[config.mk]
export PLATFORM = sky130hd
export DESIGN_NAME = pl_reset_sequencer_flat
export DESIGN_NICKNAME = d
export VERILOG_FILES = /design/src/rtl/pl_reset_pkg.sv /design/src/rtl/pl_reset_if.sv /design/src/rtl/pl_reset_hold_timer.sv /design/src/rtl/pl_reset_sequencer.sv /design/src/flat_wrapper.sv
export SDC_FILE = /design/constraint.sdc
export NUM_CORES = 1
export LEC_CHECK = 0
export ABC_CLOCK_PERIOD_IN_PS = 2600
export CORE_ASPECT_RATIO = 2
export CORE_MARGIN = 3
export CORE_UTILIZATION = 55
export CTS_CLUSTER_DIAMETER = 40
export CTS_CLUSTER_SIZE = 14
export DETAILED_ROUTE_END_ITERATION = 8
export PLACE_DENSITY = 0.75
export SLEW_MARGIN = 20
export SYNTH_ARGS = -nofsm -noshare
export SYNTH_HDL_FRONTEND = slang
export SYNTH_SLANG_ARGS = --single-unit
[constraint.sdc]
create_clock -name slowest_sync_clk -period 2.6 [get_ports slowest_sync_clk]
set_input_delay 0.39 -clock slowest_sync_clk [delete_from_list [all_inputs] [get_ports slowest_sync_clk]]
set_output_delay 0.39 -clock slowest_sync_clk [all_outputs]
set_load 0.02 [all_outputs]
[src/rtl/pl_reset_pkg.sv]
// Shared types and constants for the staged PL reset sequencer.
// Counter widths, default parameters, sequencer state encoding.
package pl_reset_pkg;

  localparam int unsigned CNT_W = 8;
  localparam int unsigned DEB_W = 4;
  localparam int unsigned IDX_W = 3;

  localparam int unsigned DEF_NUM_PERIPH      = 4;
  localparam int unsigned DEF_HOLD_CYCLES     = 16;
  localparam int unsigned DEF_STAGE_GAP       = 8;
  localparam int unsigned DEF_DEBOUNCE_CYCLES = 4;

  typedef enum logic [1:0] {
    ASSERT     = 2'd0,
    REL_IC     = 2'd1,
    REL_PERIPH = 2'd2,
    RUN        = 2'd3
  } seq_state_e;

  // Saturating increment for event counters
  function automatic logic [CNT_W-1:0] sat_inc(input logic [CNT_W-1:0] v);
    return (v == {CNT_W{1'b1}}) ? v : v + CNT_W'(1);
  endfunction

endpackage

[src/rtl/pl_reset_if.sv]
// Reset request/response bundle between the sequencer (master) and the
// reset consumers / request sources (slave).
interface pl_reset_if
  import pl_reset_pkg::*;
#(
  parameter int unsigned NUM_PERIPH = DEF_NUM_PERIPH
);

  logic                  aux_reset_in;
  logic [NUM_PERIPH-1:0] periph_sw_reset;
  logic                  interconnect_aresetn;
  logic [NUM_PERIPH-1:0] peripheral_aresetn;
  logic [NUM_PERIPH-1:0] peripheral_reset;
  logic                  reset_done;
  logic [CNT_W-1:0]      reset_count;

  modport master (
    input  aux_reset_in,
    input  periph_sw_reset,
    output interconnect_aresetn,
    output peripheral_aresetn,
    output peripheral_reset,
    output reset_done,
    output reset_count
  );

  modport slave (
    output aux_reset_in,
    output periph_sw_reset,
    input  interconnect_aresetn,
    input  peripheral_aresetn,
    input  peripheral_reset,
    input  reset_done,
    input  reset_count
  );

endinterface

[src/rtl/pl_reset_hold_timer.sv]
// Per-channel software reset hold timer: stays active for HOLD_CYCLES edges
// after the last start; clear wins over start.
module pl_reset_hold_timer
  import pl_reset_pkg::*;
#(
  parameter int unsigned HOLD_CYCLES = DEF_HOLD_CYCLES
) (
  input  logic clk,
  input  logic rst_n,
  input  logic start,
  input  logic clear,
  output logic active,
  output logic expire_c
);

  logic [CNT_W-1:0] cnt;

  // Last edge of the hold window
  assign expire_c = active && (cnt == CNT_W'(HOLD_CYCLES - 1));

  always_ff @(posedge clk) begin
    if (!rst_n || clear) begin
      active <= 1'b0;
      cnt    <= '0;
    end else if (start) begin
      active <= 1'b1;
      cnt    <= '0;
    end else if (expire_c) begin
      active <= 1'b0;
      cnt    <= '0;
    end else if (active) begin
      cnt <= cnt + CNT_W'(1);
    end
  end

endmodule

[src/rtl/pl_reset_sequencer.sv]
// Staged PL reset controller: interconnect first, then peripherals one per
// STAGE_GAP, with debounced aux global reset and per-channel software resets.
module pl_reset_sequencer
  import pl_reset_pkg::*;
#(
  parameter int unsigned NUM_PERIPH      = DEF_NUM_PERIPH,
  parameter int unsigned HOLD_CYCLES     = DEF_HOLD_CYCLES,
  parameter int unsigned STAGE_GAP       = DEF_STAGE_GAP,
  parameter int unsigned DEBOUNCE_CYCLES = DEF_DEBOUNCE_CYCLES
) (
  input  logic       slowest_sync_clk,
  input  logic       ext_reset_in,
  pl_reset_if.master rst_bus
);

  seq_state_e            state;
  logic [CNT_W-1:0]      hold_cnt;
  logic [CNT_W-1:0]      gap_cnt;
  logic [CNT_W-1:0]      reset_count_q;
  logic [DEB_W-1:0]      deb_cnt;
  logic [IDX_W-1:0]      idx;
  logic                  ic_n_q;
  logic                  done_q;
  logic [NUM_PERIPH-1:0] periph_n_q;
  logic [NUM_PERIPH-1:0] periph_q;
  logic [NUM_PERIPH-1:0] rel_bit;
  logic [NUM_PERIPH-1:0] sw_start;
  logic [NUM_PERIPH-1:0] sw_active;
  logic [NUM_PERIPH-1:0] sw_expire;
  logic [NUM_PERIPH-1:0] sw_hold_nxt;
  logic                  sw_clear;
  logic                  aux_trig;

  // Final debounced sample of an aux request outside ASSERT
  assign aux_trig = (state != ASSERT) && rst_bus.aux_reset_in &&
                    (deb_cnt == DEB_W'(DEBOUNCE_CYCLES - 1));

  assign sw_clear    = aux_trig || (state != RUN);
  assign sw_start    = (state == RUN) ? rst_bus.periph_sw_reset : '0;
  assign sw_hold_nxt = sw_start | (sw_active & ~sw_expire);
  assign rel_bit     = NUM_PERIPH'(1) << idx;

  for (genvar i = 0; i < NUM_PERIPH; i++) begin : g_hold
    pl_reset_hold_timer #(
      .HOLD_CYCLES (HOLD_CYCLES)
    ) u_hold (
      .clk      (slowest_sync_clk),
      .rst_n    (ext_reset_in),
      .start    (sw_start[i]),
      .clear    (sw_clear),
      .active   (sw_active[i]),
      .expire_c (sw_expire[i])
    );
  end

  always_ff @(posedge slowest_sync_clk) begin
    if (!ext_reset_in) begin
      state         <= ASSERT;
      hold_cnt      <= '0;
      gap_cnt       <= '0;
      deb_cnt       <= '0;
      idx           <= '0;
      ic_n_q        <= 1'b0;
      periph_n_q    <= '0;
      periph_q      <= '1;
      done_q        <= 1'b0;
      reset_count_q <= '0;
    end else if (aux_trig) begin
      state         <= ASSERT;
      hold_cnt      <= '0;
      gap_cnt       <= '0;
      deb_cnt       <= '0;
      idx           <= '0;
      ic_n_q        <= 1'b0;
      periph_n_q    <= '0;
      periph_q      <= '1;
      done_q        <= 1'b0;
      reset_count_q <= sat_inc(reset_count_q);
    end else begin
      // Debounce only runs once the sequence has left ASSERT
      if ((state != ASSERT) && rst_bus.aux_reset_in) begin
        deb_cnt <= deb_cnt + DEB_W'(1);
      end else begin
        deb_cnt <= '0;
      end

      case (state)
        ASSERT: begin
          if (rst_bus.aux_reset_in) begin
            hold_cnt <= '0;
          end else if (hold_cnt == CNT_W'(HOLD_CYCLES - 1)) begin
            hold_cnt <= '0;
            gap_cnt  <= '0;
            idx      <= '0;
            ic_n_q   <= 1'b1;
            state    <= REL_IC;
          end else begin
            hold_cnt <= hold_cnt + CNT_W'(1);
          end
        end

        REL_IC, REL_PERIPH: begin
          if (gap_cnt == CNT_W'(STAGE_GAP - 1)) begin
            gap_cnt    <= '0;
            periph_n_q <= periph_n_q | rel_bit;
            periph_q   <= periph_q & ~rel_bit;
            if (idx == IDX_W'(NUM_PERIPH - 1)) begin
              done_q <= 1'b1;
              state  <= RUN;
            end else begin
              idx   <= idx + IDX_W'(1);
              state <= REL_PERIPH;
            end
          end else begin
            gap_cnt <= gap_cnt + CNT_W'(1);
          end
        end

        RUN: begin
          periph_n_q <= ~sw_hold_nxt;
          periph_q   <= sw_hold_nxt;
        end

        default: state <= ASSERT;
      endcase
    end
  end

  assign rst_bus.interconnect_aresetn = ic_n_q;
  assign rst_bus.peripheral_aresetn   = periph_n_q;
  assign rst_bus.peripheral_reset     = periph_q;
  assign rst_bus.reset_done           = done_q;
  assign rst_bus.reset_count          = reset_count_q;

endmodule

[src/flat_wrapper.sv]
// flat-port wrapper written by rule: the top's interface ports become plain ports
module pl_reset_sequencer_flat import pl_reset_pkg::*;
#(
  parameter int unsigned NUM_PERIPH      = DEF_NUM_PERIPH,
  parameter int unsigned HOLD_CYCLES     = DEF_HOLD_CYCLES,
  parameter int unsigned STAGE_GAP       = DEF_STAGE_GAP,
  parameter int unsigned DEBOUNCE_CYCLES = DEF_DEBOUNCE_CYCLES
)
  (slowest_sync_clk, ext_reset_in, rst_bus_aux_reset_in, rst_bus_periph_sw_reset, rst_bus_interconnect_aresetn, rst_bus_peripheral_aresetn, rst_bus_peripheral_reset, rst_bus_reset_done, rst_bus_reset_count);
  pl_reset_if #(.NUM_PERIPH(NUM_PERIPH)) rst_bus_i ();
  input  logic slowest_sync_clk;
  input  logic ext_reset_in;
  input wire logic [$bits(rst_bus_i.aux_reset_in)-1:0] rst_bus_aux_reset_in;
  input wire logic [$bits(rst_bus_i.periph_sw_reset)-1:0] rst_bus_periph_sw_reset;
  output wire logic [$bits(rst_bus_i.interconnect_aresetn)-1:0] rst_bus_interconnect_aresetn;
  output wire logic [$bits(rst_bus_i.peripheral_aresetn)-1:0] rst_bus_peripheral_aresetn;
  output wire logic [$bits(rst_bus_i.peripheral_reset)-1:0] rst_bus_peripheral_reset;
  output wire logic [$bits(rst_bus_i.reset_done)-1:0] rst_bus_reset_done;
  output wire logic [$bits(rst_bus_i.reset_count)-1:0] rst_bus_reset_count;
  assign rst_bus_i.aux_reset_in = rst_bus_aux_reset_in;
  assign rst_bus_i.periph_sw_reset = rst_bus_periph_sw_reset;
  assign rst_bus_interconnect_aresetn = rst_bus_i.interconnect_aresetn;
  assign rst_bus_peripheral_aresetn = rst_bus_i.peripheral_aresetn;
  assign rst_bus_peripheral_reset = rst_bus_i.peripheral_reset;
  assign rst_bus_reset_done = rst_bus_i.reset_done;
  assign rst_bus_reset_count = rst_bus_i.reset_count;
  pl_reset_sequencer #(.NUM_PERIPH(NUM_PERIPH), .HOLD_CYCLES(HOLD_CYCLES), .STAGE_GAP(STAGE_GAP), .DEBOUNCE_CYCLES(DEBOUNCE_CYCLES)) u_core (.slowest_sync_clk(slowest_sync_clk), .ext_reset_in(ext_reset_in), .rst_bus(rst_bus_i));
endmodule
==> flow_metrics.env, run 1 <==
export IMPL_period_needed_ps=2304
export IMPL_finalSetupViolations=0
export IMPL_avgSynthCellArea_um2=8.731
export IMPL_m1WireLength_um=2922
export IMPL_cts_hold_buf=0
export IMPL_min_period_over_period=0.8863
export IMPL_yosys_warnings=0
export IMPL_yosysSeqAreaShare=0.4386
export IMPL_max_cap_viol_count=0
export IMPL_critical_path_class="reg -> reg"
export IMPL_grt_pass1_wl_um=12830
export IMPL_worstRegToRegCells=4
export IMPL_drtAntennaViolNets=0
export IMPL_grt_pass1_vias=2996
export IMPL_die_area_um2=7623
export IMPL_arrival_ps=2570
export IMPL_die_w_um=63.26
export IMPL_peakVddDrop_v=0.0004365
export IMPL_run_status="complete, no violations"
export IMPL_dr_wl_met3_um=197
export IMPL_start_util=0.5715
export IMPL_slew_headroom=0.5541
export IMPL_synth_edf_count=0
export IMPL_numClockSinks=79
export IMPL_wl_um=7502
export IMPL_holdPathStages=1
export IMPL_synthCells=413
export IMPL_grt_max_degree=18
export IMPL_cts_root_buf="clkbuf_16"
export IMPL_cts_max_level=3
export IMPL_cp_cell_sequence="or4_4, o41a_1, or4_1, a21oi_1"
export IMPL_finalClockSkew_ps=5.008
export IMPL_tritoncts="built"
export IMPL_hpwl_um=5620
export IMPL_fin_setup_tns_ps=0
export IMPL_drtPass1Iterations=4
export IMPL_highest_layer="met4"
export IMPL_overflow=0
export IMPL_remaining_drc_errors=0
export IMPL_syn_area_um2=3606
export IMPL_core_region_area_um2=6310
export IMPL_rsz0062_at_grt="no"
export IMPL_power_frac_comb=0.017
export IMPL_pwr_share_clk=0.521
export IMPL_postCtsSetupBuffers=0
export IMPL_num_antenna_cells=0
export IMPL_startpoint_type="flop"
export IMPL_worst_slew_pin_slew_ps=668.2
export IMPL_vias_per_cell=5.754
export IMPL_slew_violations=0
export IMPL_cts_buffers=9
export IMPL_rows=41
export IMPL_hold_viol=0
export IMPL_required_ps=2860
export IMPL_hold_path_class="reg -> reg"
export IMPL_area_delta_synth_final_pct=19.19
export IMPL_pwr_share_seq=0.461
export IMPL_wire_per_inst_um=14.08
export IMPL_p_switching_uw=508.5
export IMPL_slowest_stage="or4_4"
export IMPL_power_leakage_uw=0.001439
export IMPL_switching_share=0.1933
export IMPL_path_clk_slew_ps=60
export IMPL_p_int_uw=2122
export IMPL_cp_slowest_stage_delay_ps=590
export IMPL_vias=3067
export IMPL_crit_path_max_fanout=15
export IMPL_cts_max_path_buffers=2
export IMPL_place_gp_congestion=0.7774
export IMPL_ys_types=50
export IMPL_drive_above_1_share=0.08277
export IMPL_clock_latency_ps=330
export IMPL_cp_end_kind="flop"
export IMPL_finish_utilization=0.6811
export IMPL_synth_fp_nets=435
export IMPL_wl_met2_um=4205
export IMPL_synthArstFlopShare=0
export IMPL_numPortBuffers=24
export IMPL_drt_first_iter_violations=183
export IMPL_ios=25
export IMPL_cts_resized=0
export IMPL_power_density_nw_per_um2=612.0
export IMPL_ys_flop_type="dfxtp_1"
export IMPL_synth_seq_cells=79
export IMPL_track_usage=0.2101
export IMPL_fmax_mhz=433.9
export IMPL_die_h_um=120.5
export IMPL_fin_nets=464
export IMPL_grt_antenna_before_repair=0
logic make-up after synthesis:
family,count (synthesis),synth area share
adder cells (fa/ha/maj),15,0.05205
multiplexers,5,0.01423
AO/OA/AOI/OAI,85,0.1634
buffers and inverters,33,0.03435
AND/OR/NAND/NOR,167,0.2269
XOR/XNOR,29,0.07044
flip-flops,79,0.4386
final cells by class:
cell class | instances | area (um^2)
fillers | 547 | 2012
multi-input cells | 301 | 1901
flip-flops and latches | 79 | 1582
repair buffers | 33 | 307.8
clock buffers | 11 | 252.7
well taps | 86 | 107.6
clock inverters | 5 | 80.08
inverters | 18 | 67.56
final timing paths:
| path | endpoint | slack, ps | startpoint |
|---|---|---|---|
| max | u_core.gap_cnt[7]$_SDFFE_PP0P_ | 300 | u_core.hold_cnt[6]$_SDFFE_PP0P_ |
| min | u_core.deb_cnt[0]$_SDFF_PP0_ | 460 | u_core.deb_cnt[0]$_SDFF_PP0_ |
| max reg2reg | u_core.gap_cnt[7]$_SDFFE_PP0P_ | 300 | u_core.hold_cnt[6]$_SDFFE_PP0P_ |
| min reg2reg | u_core.deb_cnt[0]$_SDFF_PP0_ | 460 | u_core.deb_cnt[0]$_SDFF_PP0_ |
layout by cell type, fill, tap and decap left out, drive strengths merged, types with 4 or more instances in the layout:
cell type / instances
or4: 9
a21oi: 29
nand3: 17
inv: 18
mux2i: 4
nand2b: 6
o211ai: 4
nand4: 13
o221a: 5
xnor2: 17
o21ai: 15
o41ai: 4
ha: 15
nor2: 60
nand2: 31
dfxtp: 79
o31ai: 6
buf: 9
xor2: 12
nor4: 5
clkbuf: 11
nor3: 8
and3: 4
clkdlybuf4s50: 24
power groups by stage:
stage / logic [uW] / registers, uW / clock network, uW
2_1_floorplan: 22.8 / 1240 / 0
3_3_place_gp: 45.4 / 1240 / 0
3_5_place_dp: 46.2 / 1240 / 0
4_1_cts: 46.3 / 1210 / 1400
5_1_grt: 51.0 / 1210 / 1440
6_report: 45.7 / 1210 / 1370
cell usage after synthesis, types with 2 or more instances:
library cell  instances  share of area
nand4_1              13          0.023
or4_1                 8          0.017
o32ai_1               2         0.0049
dfxtp_1              79           0.44
o2111ai_1             3         0.0073
nor3_1                8          0.011
and3_1                4         0.0069
o221a_2               5          0.016
mux2i_1               4          0.011
clkbuf_1             15          0.016
nor2b_1               3         0.0052
o211ai_1              4         0.0083
a311oi_1              2         0.0049
nand2b_1              6          0.010
xor2_1               12          0.029
and4_1                2         0.0049
o41ai_1               3         0.0073
or3_1                 3         0.0052
nand3_1              17          0.024
xnor2_1              17          0.041
nand2_1              31          0.032
ha_1                 15          0.052
nor2_1               60          0.062
a21oi_1              29          0.040
o21ai_0              15          0.021
inv_1                18          0.019
a41oi_1               3         0.0073
nor4_1                5         0.0087
o31ai_1               6          0.012
stage by stage:
| stage | instance area (um^2) | setup slack [ps] | hold WS, ps | power, uW | instances |
|---|---|---|---|---|---|
| after floorplan | 3606 | 576.0 | 417.5 | 1262 | 413 |
| final | 4298 | 295.6 | 460.1 | 2630 | 533 |
| after CTS | 4298 | 302.4 | 472.1 | 2657 | 533 |
| after global routing | 4298 | 157.1 | 484.1 | 2707 | 533 |
| after global placement | 3965 | 143.4 | 430.9 | 1285 | 517 |
| after detailed placement | 3965 | 55.35 | 452.0 | 1286 | 517 |
registers in the layout, indices dropped and copies added (netlist names):
| register | cells |
|---|---|
| u_core.deb_cnt | 4 |
| u_core.rst_bus.reset_done | 1 |
| u_core.idx | 3 |
| u_core.gap_cnt | 8 |
| u_core.hold_cnt | 8 |
| u_core.g_hold.u_hold.cnt | 32 |
| u_core.rst_bus.peripheral_aresetn | 4 |
| u_core.rst_bus.peripheral_reset | 4 |
| u_core.rst_bus.interconnect_aresetn | 1 |
| u_core.state | 2 |
| u_core.g_hold.u_hold.active | 4 |
| u_core.rst_bus.reset_count | 8 |
per-layer routing:
metal / vias to the layer above / GRT usage
met5: - / 0
met4: 0 / 0.1001
met3: 13 / 0.04182
met2: 40 / 0.4116
met1: 1460 / 0.2019
li1: 1554 / -
worst max-delay path: cells and delay by family, from the launching register on:
family / cells / cell delay, ps
and+or+nand+nor: 2 / 1150
DFF: 1 / 350
AOI/OAI and AO/OA: 2 / 740
(Power assumes the default switching activity.)
==> inputs of run 2 (changes only) <==
--- a/config.mk
+++ b/config.mk
@@ -5,7 +5,7 @@
 export SDC_FILE = /design/constraint.sdc
 export NUM_CORES = 1
 export LEC_CHECK = 0
-export ABC_CLOCK_PERIOD_IN_PS = 2600
+export ABC_CLOCK_PERIOD_IN_PS = 2500
 export CORE_ASPECT_RATIO = 2
 export CORE_MARGIN = 3
 export CORE_UTILIZATION = 55
==> constraint.sdc (replaced) <==
create_clock -name slowest_sync_clk -period 2.5 [get_ports slowest_sync_clk]
set_input_delay 0.375 -clock slowest_sync_clk [delete_from_list [all_inputs] [get_ports slowest_sync_clk]]
set_output_delay 0.375 -clock slowest_sync_clk [all_outputs]
set_load 0.02 [all_outputs]
==> run 2 against run 1 <==
  * Register-to-register slack improved by 70 ps
  * Clock power shrank 12%
  * Sequential power up 4%
  * Critical endpoint is now u_core.rst_bus.reset_count[7]$_SDFFE_PN0P_
==> flow_metrics.env, run 2 (same netlist as run 1, synthesis figures left out) <==
export IMPL_run_status="complete, no violations"
export IMPL_cts_root_buf="clkbuf_16"
export IMPL_drtAntennaViolNets=0
export IMPL_rows=41
export IMPL_drt_first_iter_violations=127
export IMPL_fin_nets=468
export IMPL_worst_path_buf_inv=1
export IMPL_gr_max_usage_layer="met2"
export IMPL_tritoncts="built"
export IMPL_grt_use_met1=0.2217
export IMPL_cts_buffers=9
export IMPL_die_w_um=63.26
export IMPL_vias=3076
export IMPL_largest_reg_flops=32
export IMPL_crit_cells=6
export IMPL_start_util=0.5715
export IMPL_numPortBuffers=24
export IMPL_num_antenna_cells=0
export IMPL_use_met2=0.3951
export IMPL_numClockSinks=79
export IMPL_cts_hold_buf=0
export IMPL_largest_register="u_core.g_hold.u_hold.cnt"
export IMPL_worstRegToRegCells=6
export IMPL_crit_family="simple AND/OR/NAND/NOR gates"
export IMPL_slew_headroom=0.5506
export IMPL_cp_cell_sequence="inv_1, ha_1, nand2b_1, or3_1, or4_1, a21oi_1"
export IMPL_overflow=0
export IMPL_wl_um=7372
export IMPL_hpwl_um=5427
export IMPL_cts_max_level=3
export IMPL_grt_util_met3=0.03996
export IMPL_hold_viol=0
export IMPL_path_clk_slew_ps=60
export IMPL_drive_above_1_share=0.08647
export IMPL_die_area_um2=7623
export IMPL_grt_antenna_before_repair=0
export IMPL_required_ps=2760
export IMPL_drtPass1Iterations=4
export IMPL_cts_max_path_buffers=2
export IMPL_final_common_cell="dfxtp_1"
export IMPL_cts_resized=0
export IMPL_critical_path_class="reg -> reg"
export IMPL_die_h_um=120.5
export IMPL_startpoint_type="flop"
export IMPL_slew_violations=0
export IMPL_max_cap_viol_count=0
export IMPL_fin_setup_tns_ps=0
export IMPL_dpl_cell_area_um2=3995
export IMPL_min_period_over_period=0.8557
export IMPL_finalSetupViolations=0
export IMPL_ios=25
export IMPL_worst_slew_pin_slew_ps=673.4
export IMPL_place_gp_congestion=0.8272
export IMPL_holdPathStages=1
export IMPL_power_density_nw_per_um2=588.2
export IMPL_grt_pass1_vias=3048
export IMPL_area_delta_synth_final_pct=18.49
export IMPL_grt_pass1_wl_um=13010
export IMPL_track_usage=0.2125
export IMPL_crit_path_max_fanout=17
export IMPL_final_cell_mix="dfxtp_1 (79), nor2_1 (60), nand2_1 (31)"
export IMPL_r2r_setup_slack_ps=360
export IMPL_finalClockSkew_ps=4.711
export IMPL_peakVddDrop_v=0.0004009
export IMPL_clock_latency_ps=330
export IMPL_stdcell_area_um2=4273
export IMPL_wire_per_inst_um=13.73
export IMPL_postCtsSetupBuffers=0
export IMPL_fmax_mhz=467.4
export IMPL_slowest_stage="or4_1"
export IMPL_grt_max_degree=18
export IMPL_remaining_drc_errors=0
export IMPL_period_needed_ps=2139
export IMPL_n_fill_cell=552
export IMPL_hold_path_class="reg -> reg"
export IMPL_cp_slowest_stage_delay_ps=570
export IMPL_power_leakage_uw=0.001435
export IMPL_arrival_ps=2400
export IMPL_rsz0062_at_grt="no"
export IMPL_cp_end_kind="flop"
export IMPL_vias_per_cell=5.728
export IMPL_core_region_area_um2=6310
[run 2: cell count changes in the layout (fill, tap and decap cells not counted)]
cell,previous run,this run
buf_4,9,13
bufinv_16,2,0
clkbuf_1,0,2
clkinv_2,1,2
clkinvlp_4,2,1
[run 2: power breakdown]
| group | internal [uW] | switching [uW] | total [uW] |
|---|---|---|---|
| clock | 723 | 478 | 1200 |
| sequential | 1260 | 1.33 | 1260 |
| combinational | 22.4 | 28.0 | 50.3 |
[run 2: layer usage]
metal	part of all wire	wire length [um]
met3	0.025	185
met2	0.54	3987
met5	0	0
met4	0.020	145
met1	0.41	3054
[run 2: area by class of cell]
cell class / instances / area (um^2) / share of cell area
Timing Repair Buffer: 37 / 337.8 / 0.07906
Inverter: 18 / 67.56 / 0.01581
Sequential cell: 79 / 1582 / 0.3701
Multi-Input combinational cell: 301 / 1901 / 0.4448
Tap cell: 86 / 107.6 / 0.02518
Clock buffer: 13 / 260.3 / 0.06091
Clock inverter: 3 / 17.52 / 0.004100
[run 2: per-stage QoR]
stage / hold slack (ps) / cells / util / total power (uW) / setup slack (ps)
global route: 468.0 / 537 / 0.6772 / 2592 / 235.8
CTS: 449.8 / 537 / 0.6772 / 2538 / 360.4
global placement: 426.9 / 521 / 0.6332 / 1339 / 203.5
detailed placement: 437.7 / 521 / 0.6332 / 1340 / 184.0
finish: 442.5 / 537 / 0.6772 / 2513 / 360.6
floorplan: 417.5 / 413 / - / 1313 / 476.0
[run 2: final timing paths]
path / start / endpoint
setup / recovery: u_core.state[0]$_SDFFE_PP0P_ / u_core.rst_bus.reset_count[7]$_SDFFE_PN0P_
hold / removal: u_core.deb_cnt[0]$_SDFF_PP0_ / u_core.deb_cnt[0]$_SDFF_PP0_
setup reg to reg: u_core.state[0]$_SDFFE_PP0P_ / u_core.rst_bus.reset_count[7]$_SDFFE_PN0P_
hold reg to reg: u_core.deb_cnt[0]$_SDFF_PP0_ / u_core.deb_cnt[0]$_SDFF_PP0_
